===== src/rtl/aes_pkt_scheduler.sv =====
// Packet-level round-robin arbiter that shares one aes_api core between two sources
// and tags each returning cipher word with its source id and end-of-packet marker.
module aes_pkt_scheduler #(
  parameter int unsigned TAG_DEPTH = 4,
  parameter int unsigned CNT_W     = 8
) (
  input  logic         clk,
  input  logic         rst_n,
  input  logic         s0_valid,
  input  logic         s0_last,
  input  logic [127:0] s0_text,
  input  logic [288:0] s0_bypass,
  output logic         s0_ready,
  input  logic         s1_valid,
  input  logic         s1_last,
  input  logic [127:0] s1_text,
  input  logic [288:0] s1_bypass,
  output logic         s1_ready,
  output logic         aes_new,
  output logic         aes_last,
  output logic [127:0] aes_text,
  output logic [288:0] aes_bypass,
  input  logic         aes_cp_ready,
  output logic         out_valid,
  output logic         out_src,
  output logic         out_last,
  output logic         busy,
  output logic         err
);

  localparam int unsigned AW = (TAG_DEPTH > 1) ? $clog2(TAG_DEPTH) : 1;
  localparam int unsigned CW = AW + 1;
  // A forced-last packet carries one word beyond the CNT_W maximum, so counts get a spare bit
  localparam int unsigned TW = CNT_W + 1;
  localparam logic [CW-1:0]    DEPTH_C = CW'(TAG_DEPTH);
  localparam logic [CNT_W-1:0] WC_MAX  = {CNT_W{1'b1}};

  typedef enum logic {IDLE = 1'b0, PKT = 1'b1} state_t;
  typedef struct packed {
    logic          src;
    logic [TW-1:0] count;
  } tag_t;

  state_t         state, state_next;
  logic           rr_ptr, cur_src, cur_src_next, grant, grant_src;
  logic [CNT_W-1:0] wc;
  logic [TW-1:0]  rc;
  tag_t           tag_mem [TAG_DEPTH];
  tag_t           head;
  logic [AW-1:0]  wr_ptr, rd_ptr;
  logic [CW-1:0]  tag_count, tag_count_next;
  logic           sel_valid, sel_last, acc, wc_full, pkt_end, fifo_empty, pop, spurious, overlong;
  logic [127:0]   sel_text;
  logic [288:0]   sel_bypass;
  logic [1:0]     ready_q;
  logic           busy_q, err_q;

  // Granted-source mux, packet-end detection and return-path tag decode
  always_comb begin
    sel_valid      = cur_src ? s1_valid  : s0_valid;
    sel_last       = cur_src ? s1_last   : s0_last;
    sel_text       = cur_src ? s1_text   : s0_text;
    sel_bypass     = cur_src ? s1_bypass : s0_bypass;
    head           = tag_mem[rd_ptr];
    fifo_empty     = (tag_count == '0);
    acc            = (state == PKT) && sel_valid;
    wc_full        = (wc == WC_MAX);
    pkt_end        = acc && (sel_last || wc_full);
    overlong       = acc && wc_full && !sel_last;
    pop            = aes_cp_ready && !fifo_empty && (TW'(rc + TW'(1)) == head.count);
    spurious       = aes_cp_ready && fifo_empty;
    tag_count_next = tag_count + CW'(pkt_end) - CW'(pop);
    cur_src_next   = grant ? grant_src : cur_src;
  end

  always_ff @(posedge clk or negedge rst_n) begin
    if (!rst_n) state <= IDLE;
    else        state <= state_next;
  end

  // Grant only when the tag FIFO has room, so the packet-end push never overflows
  always_comb begin
    state_next = state;
    grant      = 1'b0;
    grant_src  = rr_ptr;
    case (state)
      IDLE: begin
        if ((tag_count < DEPTH_C) && (s0_valid || s1_valid)) begin
          grant      = 1'b1;
          grant_src  = (s0_valid && s1_valid) ? rr_ptr : s1_valid;
          state_next = PKT;
        end
      end
      PKT: begin
        if (pkt_end) state_next = IDLE;
      end
      default: state_next = IDLE;
    endcase
  end

  always_ff @(posedge clk or negedge rst_n) begin
    if (!rst_n) begin
      cur_src    <= 1'b0;
      rr_ptr     <= 1'b0;
      ready_q    <= 2'b00;
      wc         <= '0;
      rc         <= '0;
      wr_ptr     <= '0;
      rd_ptr     <= '0;
      tag_count  <= '0;
      aes_new    <= 1'b0;
      aes_last   <= 1'b0;
      aes_text   <= '0;
      aes_bypass <= '0;
      busy_q     <= 1'b0;
      err_q      <= 1'b0;
    end else begin
      cur_src   <= cur_src_next;
      ready_q   <= (state_next == PKT) ? (cur_src_next ? 2'b10 : 2'b01) : 2'b00;
      if (grant)    wc <= '0;
      else if (acc) wc <= wc + CNT_W'(1);
      if (pkt_end) begin
        rr_ptr <= ~cur_src;
        wr_ptr <= wr_ptr + AW'(1);
      end
      aes_new  <= acc;
      aes_last <= pkt_end;
      if (acc) begin
        aes_text   <= sel_text;
        aes_bypass <= sel_bypass;
      end
      if (pop) begin
        rc     <= '0;
        rd_ptr <= rd_ptr + AW'(1);
      end else if (aes_cp_ready && !fifo_empty) begin
        rc <= rc + TW'(1);
      end
      tag_count <= tag_count_next;
      busy_q    <= (state_next == PKT) || (tag_count_next != '0);
      err_q     <= err_q || overlong || spurious;
    end
  end

  // Tag storage: {source, word count} per issued packet
  always_ff @(posedge clk or negedge rst_n) begin
    if (!rst_n) begin
      for (int i = 0; i < int'(TAG_DEPTH); i++) tag_mem[i] <= '0;
    end else if (pkt_end) begin
      tag_mem[wr_ptr] <= '{src: cur_src, count: TW'(wc) + TW'(1)};
    end
  end

  assign s0_ready  = ready_q[0];
  assign s1_ready  = ready_q[1];
  assign busy      = busy_q;
  assign err       = err_q;
  assign out_valid = aes_cp_ready;
  assign out_src   = !fifo_empty && head.src;
  assign out_last  = pop;

endmodule


===== config.mk =====
export PLATFORM = sky130hd
export DESIGN_NAME = aes_pkt_scheduler
export DESIGN_NICKNAME = d
export VERILOG_FILES = /design/src/rtl/aes_pkt_scheduler.sv
export SDC_FILE = /design/constraint.sdc
export NUM_CORES = 1
export LEC_CHECK = 0
export ABC_AREA = 1
export BUFFER_PORTS_ARGS = -buffer_cell sky130_fd_sc_hd__buf_2
export CORE_AREA = 2 2 500 502
export DETAILED_ROUTE_END_ITERATION = 8
export DIE_AREA = 0 0 502 504
export GPL_TIMING_DRIVEN = 0
export PLACE_DENSITY = 0.35
export SETUP_SLACK_MARGIN = 0.5
export SKIP_CTS_REPAIR_TIMING = 1
export SLEW_MARGIN = 20
export SYNTH_ARGS = -nofsm -noshare
export SYNTH_HDL_FRONTEND = slang
export SYNTH_SLANG_ARGS = --single-unit

===== constraint.sdc =====
create_clock -name clk -period 3.5 [get_ports clk]
set_clock_uncertainty 0.05 [all_clocks]
set_input_delay 0.7 -clock clk [delete_from_list [all_inputs] [get_ports clk]]
set_output_delay 0.7 -clock clk [all_outputs]
set_load 0.02 [all_outputs]

==> impl_metrics.csv <==
group,metric,value,unit
run_status,status,"finished clean",
worst_setup_path,required,2750,ps
timing,setup_viol,0,
worst_setup_path,worst_setup_path_end_kind,"output port",
pwr,p_per_area,1110,mW/mm2
synth,netlist_instances,2782,
die,num_rows,183,
timing,max_freq,309,MHz
pwr,peakVddDrop,0.400,mV
worst_setup_path,worstSetupStartpointType,"register",
finish,fin_nets,4997,
run,cap_viol_max_count,0,
route,drcViolationCount,0,
die,coreArea,0.248,mm2
timing,rsz0062_at_grt,"yes",
route,initialDrtViolationCount,2041,
clocking,cts_sinks,490,
clocking,cts_made_buffers,74,
timing,finalCritPeriodShare,0.926,
placed_design,gp_congestion,0.947,
synth,ys_ff_latch,490,
grt,antenna_found_initial,157,
synth,syn_avg_cell_area,8.08,um2
worst_setup_path,cp_max_fo,4,
finish,mostFrequentLayoutCells,"1334 x buf_2, 1044 x nand2_1, 484 x dfrtp_1",
placed_design,postPlaceCellArea,0.0333,mm2
die,die_area,0.253,mm2
die,die_h,504,um
timing,slew_headroom,0.346,
worst_setup_path,arrival,2490,ps
grt,grt_pass1_wl,270000,um
clocking,cts_tree,"built",
timing,period_needed,3240,ps
die,ioPinCount,1267,
synth,ys_warn_count,0,
grt,grt_max_degree,82,
clocking,cts.reportedPaths.clkPinSlew,70,ps
route,first_pass_iters,6,
route,vias_per_cell,3.59,
synth,syn_nets,3632,
worst_setup_path,worstSetupPathType,"reg2out",
route,wl_per_cell,27.9,um
timing,slew_violations,0,
clocking,root_buffer,"clkbuf_16",
timing,worst_slew_pin_slew,981,ps
synth,yosysSeqAreaShare,0.545,
finish,design_area,0.0364,mm2
finish,stdcell_count,7589,
grt,gr-total-overflow,0,
grt,first_global_vias,27234,
finish,final_common_cell,"buf_2",
die,start_util,0.0909,
placed_design,io_buffer_count,1266,
timing,fin_setup_tns,0,ps
route,postRouteAntennaNets,0,
timing,hold_viol_final,0,
synth,yosysUniqueCellTypes,36,
die,die_x,502,um
placed_design,hpwl,182000,um
synth,synth_area,0.0225,mm2
pwr,leakage,16.8,nW
finish,drive_above_1_share,0.376,
finish,area_growth,61.7,%
clocking,clk_latency,700,ps
clocking,htreeDepth,3,
route,vias,27261,
clocking,clockBufferDepth,3,
placed_design,post-place-cells,7389,
route,routed_wl,211000,um
worst_hold_path,hold_path_class,"in2reg",
grt,track_usage,0.161,
-- cell type report --
| type | count | area (um2) |
|---|---|---|
| fill | 28788 | 211000 |
| sequential | 490 | 12300 |
| multi-input combinational | 2049 | 9300 |
| timing repair buffer | 1289 | 6730 |
| tap | 3330 | 4170 |
| clock buffer | 99 | 2110 |
| buffer | 198 | 940 |
| clock inverter | 36 | 547 |
| inverter | 45 | 178 |
| antenna | 53 | 133 |
-- through the flow --
stage	util	total power [mW]	hold slack (ps)	setup slack, ps
finish	0.147	40.5	186	260
global route	0.147	42.9	135	92.8
CTS	0.145	41.0	-99.5	-239
detailed placement	0.135	32.3	419	-178
global placement	0.133	32.1	405	-10760
floorplan	-	20.9	354	542
-- logic make-up after synthesis --
group,Yosys count,synth area share
and+or+nand+nor,1567,0.269
DFF,490,0.545
AOI/OAI and AO/OA,463,0.129
buffers and inverters,243,0.0475
xor gates and xnor gates,10,0.00389
adders and majority gates,9,0.00534
-- worst max-delay path, cell delays in order, from the launching register on --
cell and delay (ps):
dfrtp_2 410, ha_4 170, nand3_4 90, inv_2 70, nand2_2 50, or2_1 250, nand3b_1 110, nand2_2 70
inv_2 90, nand3_2 100, nor3_4 210, buf_6 170
-- metal layers --
| layer | wire length (um) | global-route usage | vias up |
|---|---|---|---|
| met2 | 98500 | 0.265 | 1488 |
| met5 | 370 | 0 | - |
| li1 | - | - | 12007 |
| met1 | 87000 | 0.197 | 13346 |
| met4 | 7860 | 0.0582 | 58 |
| met3 | 17700 | 0.0471 | 362 |
-- worst paths after layout --
check                                        to  cells after the start  slack [ps]           start
max in group asynchronous          aes_text[77]                      5        1130           rst_n
worst max-delay path                   out_last                     11         260           rc[0]
worst min register to register      tag_mem[33]                      2         430     tag_mem[33]
worst min-delay path            aes_bypass[277]                      3         190  s0_bypass[277]
worst max register to register             busy                     19         330           rc[0]
min in group asynchronous       aes_bypass[205]                      2         550           rst_n
-- flip-flops by register name, indices dropped and copies added (netlist names), 3 cells and up --
register,count
tag_mem,40
aes_text,128
tag_count,3
wc,8
aes_bypass,289
rc,9
-- report_power, final --
part	total, mW	switching, mW	internal [mW]
registers	10.6	2.03	8.54
clock network	8.38	3.43	4.96
logic	21.5	15.7	5.78
-- cell usage after synthesis --
cell type	n	area share
buf_1	3	0.00050
nand3_1	49	0.011
nor2_2	2	0.00056
o21ai_2	13	0.0051
inv_2	4	0.00067
nor2_1	443	0.074
o22ai_1	3	0.00083
clkinv_1	1	0.00017
o21ai_0	11	0.0024
inv_1	39	0.0065
buf_6	5	0.0025
nand4_1	3	0.00083
clkbuf_1	110	0.018
nor3_1	4	0.00089
clkinv_4	1	0.00039
nor3_4	1	0.00072
a21oi_1	3	0.00067
or2_1	1	0.00028
xor2_1	9	0.0035
ha_1	8	0.0045
buf_4	5	0.0017
nand3b_1	1	0.00033
fa_1	1	0.00089
a31oi_1	417	0.12
and3_1	1	0.00028
nand2_2	3	0.00083
xnor2_1	1	0.00039
dfrtp_1	490	0.55
o21ai_1	13	0.0029
nand2_1	1050	0.18
o21bai_1	1	0.00033
buf_2	75	0.017
nand3_2	4	0.0018
o21a_1	1	0.00033
a211o_1	1	0.00039
nand2_4	5	0.0025
Power figures use the tool's default switching activity.
